**config.mk**
```make
export PLATFORM = sky130hd
export DESIGN_NAME = mio_axis_fifo
export DESIGN_NICKNAME = d
export VERILOG_FILES = /design/src/rtl/mio_axis_fifo.sv
export SDC_FILE = /design/constraint.sdc
export NUM_CORES = 1
export LEC_CHECK = 0
export ABC_AREA = 1
export CAP_MARGIN = 0
export CORE_MARGIN = 8
export CORE_UTILIZATION = 40
export CTS_CLUSTER_DIAMETER = 80
export DETAILED_ROUTE_END_ITERATION = 10
export HOLD_SLACK_MARGIN = 0.12
export SLEW_MARGIN = 20
export SYNTH_ARGS = -nofsm -noshare
export SYNTH_HDL_FRONTEND = slang
export SYNTH_SLANG_ARGS = --single-unit
export TNS_END_PERCENT = 20
```
**constraint.sdc**
```tcl
create_clock -name clk -period 6.2 [get_ports clk]
set_input_delay 0.93 -clock clk [delete_from_list [all_inputs] [get_ports clk]]
set_output_delay 0.93 -clock clk [all_outputs]
set_load 0.05 [all_outputs]
```
**src/rtl/mio_axis_fifo.sv**
```systemverilog
// mio_axis_fifo: AXI4-Stream synchronous FIFO, first-word-fall-through with
// a registered output stage. Null beats (tkeep==0) are dropped unless tlast.
// Optional store-and-forward packet mode: define MIO_AXIS_FIFO_PKT_MODE_EN.
// Ports:
//   clk, reset_n           clock, async active-low reset
//   s_t*                   slave (write) AXI-Stream beat + s_tready
//   m_t*                   master (read) AXI-Stream beat + m_tready
//   level                  beats held (memory + output stage), 0..DEPTH
module mio_axis_fifo #(
    parameter int TDATA_BYTES = 4,
    parameter int TID_W       = 8,
    parameter int TDEST_W     = 4,
    parameter int TUSER_W     = 1,
    parameter int DEPTH       = 16
) (
    input  logic                     clk,
    input  logic                     reset_n,
    input  logic                     s_tvalid,
    output logic                     s_tready,
    input  logic [8*TDATA_BYTES-1:0] s_tdata,
    input  logic [TDATA_BYTES-1:0]   s_tstrb,
    input  logic [TDATA_BYTES-1:0]   s_tkeep,
    input  logic                     s_tlast,
    input  logic [TID_W-1:0]         s_tid,
    input  logic [TDEST_W-1:0]       s_tdest,
    input  logic [TUSER_W-1:0]       s_tuser,
    output logic                     m_tvalid,
    input  logic                     m_tready,
    output logic [8*TDATA_BYTES-1:0] m_tdata,
    output logic [TDATA_BYTES-1:0]   m_tstrb,
    output logic [TDATA_BYTES-1:0]   m_tkeep,
    output logic                     m_tlast,
    output logic [TID_W-1:0]         m_tid,
    output logic [TDEST_W-1:0]       m_tdest,
    output logic [TUSER_W-1:0]       m_tuser,
    output logic [$clog2(DEPTH):0]   level
);

    localparam int AW = $clog2(DEPTH);
    localparam int LW = AW + 1;
    localparam int PW = 8*TDATA_BYTES + 2*TDATA_BYTES + 1
                      + TID_W + TDEST_W + TUSER_W;

    logic [PW-1:0] mem_q [DEPTH];
    logic [AW-1:0] wptr_q, rptr_q;
    logic [LW-1:0] level_q, level_d;
    logic          s_tready_q;
    logic          m_tvalid_q;
    logic [PW-1:0] out_q;
    logic [PW-1:0] s_payload;
    logic          push, pop, load, mem_ne, elig;

    assign s_payload = {s_tdata, s_tstrb, s_tkeep, s_tlast,
                        s_tid, s_tdest, s_tuser};

    assign {m_tdata, m_tstrb, m_tkeep, m_tlast,
            m_tid, m_tdest, m_tuser} = out_q;

    assign s_tready = s_tready_q;
    assign m_tvalid = m_tvalid_q;
    assign level    = level_q;

    always_comb begin
        push    = s_tvalid && s_tready_q && ((|s_tkeep) || s_tlast);
        pop     = m_tvalid_q && m_tready;
        level_d = level_q + LW'(push) - LW'(pop);
        // level includes the beat parked in the output stage
        mem_ne  = (level_q != LW'(m_tvalid_q));
        load    = mem_ne && (!m_tvalid_q || pop) && elig;
    end

`ifdef MIO_AXIS_FIFO_PKT_MODE_EN
    logic [LW-1:0] pkt_q, pkt_d;

    always_comb begin
        pkt_d = pkt_q + LW'(push && s_tlast) - LW'(pop && m_tlast);
        // A complete packet (or a full FIFO, to avoid deadlock) must exist
        // both before and after this edge, so a pop of the last tlast beat
        // never exposes the head of an incomplete packet.
        elig  = ((pkt_q != '0) || (level_q == LW'(DEPTH)))
             && ((pkt_d != '0) || (level_d == LW'(DEPTH)));
    end

    always_ff @(posedge clk or negedge reset_n) begin
        if (!reset_n) begin
            pkt_q <= '0;
        end else begin
            pkt_q <= pkt_d;
        end
    end
`else
    assign elig = 1'b1;
`endif

    always_ff @(posedge clk or negedge reset_n) begin
        if (!reset_n) begin
            wptr_q     <= '0;
            rptr_q     <= '0;
            level_q    <= '0;
            s_tready_q <= 1'b0;
            m_tvalid_q <= 1'b0;
            out_q      <= '0;
        end else begin
            level_q    <= level_d;
            s_tready_q <= (level_d < LW'(DEPTH));
            if (push) begin
                wptr_q <= wptr_q + AW'(1);
            end
            if (load) begin
                out_q      <= mem_q[rptr_q];
                rptr_q     <= rptr_q + AW'(1);
                m_tvalid_q <= 1'b1;
            end else if (pop) begin
                m_tvalid_q <= 1'b0;
            end
        end
    end

    // Storage array carries no reset; validity is tracked by level/pointers.
    always_ff @(posedge clk) begin
        if (push) begin
            mem_q[wptr_q] <= s_payload;
        end
    end

endmodule

```
==> results.md, run 1 <==
- Peak Freq: 252 MHz
- Skew final: 0.0317 ns
- Internal cell power: 13.0 mW
- CP endpoint kind: flop
- Initial Util: 40.2%
- Commonest non-fill, non-tap cell in the layout: nand2_1
- Max cap viols: 0
- Total CTS buffers: 99
- Clock network power share: 29.8%
- Most frequent cells in the layout: nand2_1, edfxtp_1, nand3_1
- Crit-path cells: clkdlybuf4s50_1 -> nor3_1 -> nand2_1 -> nand3_1 -> inv_1 -> nand2_1 -> nor2_4 -> buf_12
- WL final: 93000 um
- Final setup viols: 0
- Period minus WS final: 3.96 ns
- Mapped Area: 37300 um2
- Critical path peak fanout: 30
- Post-synthesis mux area share: 0%
- Final Hold Fails: 0
- Fin crit share: 63.9%
- Worst R2R Path Depth: 10
- Final Core Density: 46.5%
- Total grt overflow: 0
- Worst min-delay path class: flop to flop
- Worst R2R End: out_q[48]
- First drt pass iteration count: 7
- GRT Total Usage: 17.7%
- Post-Syn Nets: 3232
- Setup TNS: 0 ns
- Layout cells sized above 1: 6.95%
- Residual DRC count: 0
- WP buf/inv: 3
- P_sw: 7.74 mW
- Leak pwr: 16.0 nW
- Crit path from: s_tkeep[3]
- Min-delay src: out_q[9]
- # diodes: 0
- Die Width: 322 um
- Crit path required time: 6.53 ns
- R2r setup slk: 2.55 ns
- Synth Register Bits: 933
- Initial antenna violation count: 0
- Design area: 43200 um2
- Status: complete, no violations
- Xor-xnor portion of the synthesized cell area: 0.258%
- Peak supply drop: 0.000339 V
- WL/cell: 20.3 um
- Post-CTS setup buffers: 0
- Post-synthesis compound-gate area fraction: 0.0938%
- Via count: 23571
- Worst path depth: 8
- Nets: 3312
- Final RePlAce weighted congestion: 0.747
- Gate power share: 32.4%
- Rows: 112
- Sequential fraction of the synthesis area: 74.1%
- Inst Count DP: 4394
- First-pass GRT wire length: 142000 um
- Largest net degree at the start of global routing: 153
- 1st-iter DRT viols: 2111
- Sw frac: 37.2%
- Slew @ Worst Pin: 1.05 ns
- Hold-fix buffers, CTS: 1
- Clock Sinks: 933
- R2R Path Start: rptr_q[0]
- Port-buffer cells: 118
- Crit path max-delay cell type: clkdlybuf4s50_1
- Relative slew margins: 29.9%
- Layout area overhead: 15.7%
- Largest family of logic cells by synthesized area: simple AND/OR/NAND/NOR gates
- Post-DP Area: 39700 um2
- Synthesized instance count: 3162
- Critical Path Start Type: input pin
- Final HPWL DP: 48500 um
- P per Cell Area: 481 nW/um2
- Unrepaired setup endpoints after global routing: false
- Crit-path most repeated cell: nand2_1
- Clk root buf: clkbuf_16
- Reg power frac: 37.8%
- Netlist cell types: 21
- CP endpoint: mem_q[5][53]
- Vias in the first global route: 23143
- I/O Pins: 119
- Syn Area/Cell: 11.8 um2
- Clock tree buffer depth: 3
- Core area: 92900 um2
- Adder-cell share of the synthesized area: 0.422%
- Peak per-stage delay on the critical path: 0.84 ns
- Worst-Skew Late Latency: 0.68 ns
- Via density: 5.15
- Final slew viol count: 0
- Worst path top cell family by delay: simple AND/OR/NAND/NOR gates
- Worst Path Arrival: 4.29 ns
- CTS tree: yes
- Setup CP Type: input pin to flop
- Post-Synth Simple-Gate Area: 22.2%
- DRT antenna net count: 0
- Synth Warn #: 0
- CTS H-Tree Depth: 3
- DIE HEIGHT: 322 um
- Die area: 103000 um2
- Post-Layout Cell Count: 4580
- Post-CTS resize count: 0
- Clk slew on worst S/H paths: 0.05 ns
## metal layers
| metal | wire (um) | global-route usage, % |
|---|---|---|
| met4 | 1850 | 4.66 |
| met2 | 44800 | 29.4 |
| met1 | 41100 | 24.4 |
| met3 | 5250 | 2.54 |
| met5 | 0 | 0 |
## logic make-up (layout without fill, tap and decap cells)
| kind of cell | after synthesis | in the layout |
|---|---|---|
| compound gates | 7 | 7 |
| xor+xnor | 11 | 11 |
| fa+ha+maj | 12 | 12 |
| buf+inv | 211 | 375 |
| flops | 933 | 933 |
| simple gates | 1988 | 1988 |
## worst min-delay path by stage
| stage | to | slack [ns] | depth (start not counted) |
|---|---|---|---|
| after global placement | out_q[44] | 0.46 | 2 |
| after floorplan | wptr_q[2] | 0.50 | 1 |
| after CTS | out_q[5] | 0.48 | 2 |
| after detailed placement | out_q[5] | 0.46 | 2 |
| after global routing | out_q[32] | 0.49 | 2 |
| final | out_q[9] | 0.48 | 2 |
## state kept, by name, summed over array words and instances, names as in the netlist
register	count
level	5
mem_q	864
m_tvalid	1
s_tready	1
wptr_q	4
out_q	54
rptr_q	4
## worst reg2reg max path, cell delays in order (launching register included)
cell,delay [ns]
dfrtp_4,0.95
buf_4,0.92
buf_4,0.74
nand2_1,0.14
nand3_1,0.14
nand3_1,0.10
nand2_1,0.09
nand2_1,0.05
nand2_1,0.25
nand2_1,0.11
nand2_1,0.09
## final cells by class
type,count,area [um2]
inverter,23,105
clock buffer,130,2740
clock inverter,55,723
timing repair buffer,167,1690
fill,8202,49700
sequential,933,27700
tap,1254,1570
multi-input combinational,2018,8700
## synth_stat cells (all sizes together)
master     n  share of area, %
a21oi      2             0.027
buf      153               2.3
clkbuf    35              0.35
dfrtp     69               4.6
edfxtp   864                69
fa         1             0.054
ha        11              0.37
inv       23              0.23
nand2   1314                13
nand3    652               8.7
nand3b     1             0.020
nor2      18              0.19
nor3       3             0.040
o21ai      5             0.067
xnor2      1             0.023
xor2      10              0.23
## per-stage QoR
step / hold WS, ns / worst slack [ns] / power, mW
2_1_floorplan: 0.502 / 0.761 / 12.7
3_3_place_gp: 0.465 / 1.59 / 14.7
3_5_place_dp: 0.464 / 1.51 / 14.8
4_1_cts: 0.481 / 2.21 / 21.0
5_1_grt: 0.492 / 2.01 / 22.0
6_report: 0.476 / 2.24 / 20.8
## power groups by stage
| stage | logic [mW] | registers (mW) | clock network, mW |
|---|---|---|---|
| after floorplan | 4.26 | 8.39 | 0 |
| after global placement | 6.75 | 7.99 | 0 |
| after detailed placement | 6.80 | 8.00 | 0 |
| after CTS | 6.83 | 7.88 | 6.30 |
| after global routing | 7.51 | 7.93 | 6.56 |
| final | 6.74 | 7.87 | 6.19 |
Note: power is estimated with default switching activity, not from simulation.
==> run 2, diff against run 1 <==
- clock period: 6.2 -> 3.75 ns (I/O delays scaled with it)
==> run 2 against run 1 <==
Clock skew is 0.0064 ns higher. Global-route usage is 0.33 points higher. Die area stayed put. Highest routed layer unchanged. Sequential power is 61% higher. Cell count is 0.46% higher. Clock-buffer cell count is 13 higher. Critical path depth is 1 higher. Routed wire length is 1.7% higher. First-iteration DRC count is 1.3% lower. Non-clock buffer count is 19 higher.
==> results.md, run 2 (synthesis gave the netlist of run 1 again) <==
- Die Width: 322 um
- Core area: 92900 um2
- Hold-fix buffers, CTS: 1
- CTS H-Tree Depth: 3
- Status: complete, no violations
- Post-Layout Cell Count: 4601
- Peak per-stage delay on the critical path: 0.50 ns
- Filler Cells Inserted: 8281
- Relative slew margins: 24.2%
- Vias in the first global route: 23209
- Worst path top cell family by delay: simple AND/OR/NAND/NOR gates
- Via density: 5.11
- P_sw: 12.8 mW
- Die area: 103000 um2
- Max FFs per register: 864
- Total grt overflow: 0
- WL final: 94600 um
- Worst-Skew Late Latency: 0.66 ns
- Rows: 112
- Via count: 23489
- Initial Util: 40.2%
- Total CTS buffers: 100
- Final slew viol count: 0
- Slew @ Worst Pin: 1.14 ns
- DIE HEIGHT: 322 um
- Gate power share: 34.4%
- Crit-path most repeated cell: nand2_1
- Clock Sinks: 933
- Pre-CTS WS: 0.416 ns
- Critical Path Start Type: input pin
- First-pass GRT wire length: 144000 um
- Pwr Total: 34.0 mW
- Crit-path cells: clkdlybuf4s50_1 -> nor3_1 -> nand2_1 -> nand3_1 -> buf_4 -> inv_1 -> nand2_1 -> nor2_4 -> buf_12
- Crit path max-delay cell type: clkdlybuf4s50_1
- Period minus WS final: 2.70 ns
- Leak pwr: 16.0 nW
- Post-CTS setup buffers: 0
- Layout cells sized above 1: 6.90%
- Largest net degree at the start of global routing: 216
- Internal cell power: 21.2 mW
- DRT antenna net count: 0
- Inst Count DP: 4413
- Final HPWL DP: 51300 um
- Top reg by flops: mem_q
- Worst min-delay path class: flop to flop
- Reg power frac: 37.4%
- Worst Path Arrival: 3.02 ns
- Peak supply drop: 0.000934 V
- Clock network power share: 28.2%
- Initial antenna violation count: 3
- Max cap viols: 0
- Clk root buf: clkbuf_16
- Unrepaired setup endpoints after global routing: false
- Final RePlAce weighted congestion: 0.742
- I/O Pins: 119
- Skew final: 0.0382 ns
- Sw frac: 37.6%
- Most frequent cells in the layout: nand2_1, edfxtp_1, nand3_1
- WL/cell: 20.6 um
- 1st-iter DRT viols: 2084
- Setup TNS: 0 ns
- Final Core Density: 46.8%
- First drt pass iteration count: 7
- Hold slack: 0.479 ns
- Setup CP Type: input pin to flop
- Port-buffer cells: 118
- Residual DRC count: 0
- Design area: 43400 um2
- Final Hold Fails: 0
- Critical path peak fanout: 26
- Fin crit share: 72.1%
- CP endpoint kind: flop
- CTS tree: yes
- GRT Total Usage: 18.0%
- Nets: 3332
- Peak Freq: 370 MHz
- Crit path required time: 4.07 ns
- Final setup viols: 0
- WP buf/inv: 4
- P per Cell Area: 783 nW/um2
- Post-DP Area: 40200 um2
- Clock tree buffer depth: 3
- Post-CTS resize count: 0
- Commonest non-fill, non-tap cell in the layout: nand2_1
- Clk slew on worst S/H paths: 0.06 ns
- Layout area overhead: 16.4%
- Worst setup margin: 1.05 ns
-- run 2: worst min-delay path, cell delays in order, from the launching register on --
cell	delay (ns)
dfrtp_1	0.34
nand2_1	0.05
nand2_1	0.05
-- run 2: cell type report --
class | instances | area (um2) | area share (%)
sequential | 933 | 27700 | 63.7
multi-input combinational | 2018 | 8700 | 20.0
clock buffer | 143 | 2740 | 6.30
timing repair buffer | 186 | 2180 | 5.02
tap | 1254 | 1570 | 3.61
clock inverter | 43 | 467 | 1.07
inverter | 23 | 105 | 0.242
antenna | 1 | 2.50 | 0.00576
-- run 2: power groups by stage --
stage                     registers (mW)  logic [mW]  clock network, mW
final                               12.7        11.7               9.58
after global routing                12.8        13.0               10.2
after CTS                           12.7        11.9               9.77
after detailed placement            12.9        11.9                  0
after global placement              12.9        11.8                  0
after floorplan                     13.9        7.05                  0
-- run 2: per-layer routing --
layer	vias to the layer above	global-route usage (%)	wire length [um]
met4	0	5.42	2190
li1	11159	-	-
met1	11551	24.3	40800
met3	128	2.63	5360
met5	-	0	0
met2	651	30.2	46300
-- run 2: path summary, 6_finish.rpt --
| path | startpoint | to | slack, ns | cells past startpoint |
|---|---|---|---|---|
| worst max-delay path | s_tlast | mem_q[5][53] | 1.05 | 9 |
| worst min-delay path | out_q[26] | out_q[26] | 0.48 | 2 |
| worst max register to register | rptr_q[0] | out_q[49] | 1.31 | 9 |
| worst min register to register | out_q[26] | out_q[26] | 0.48 | 2 |
| max in group asynchronous | reset_n | out_q[41] | 2.33 | 3 |
| min in group asynchronous | reset_n | out_q[20] | 0.56 | 2 |
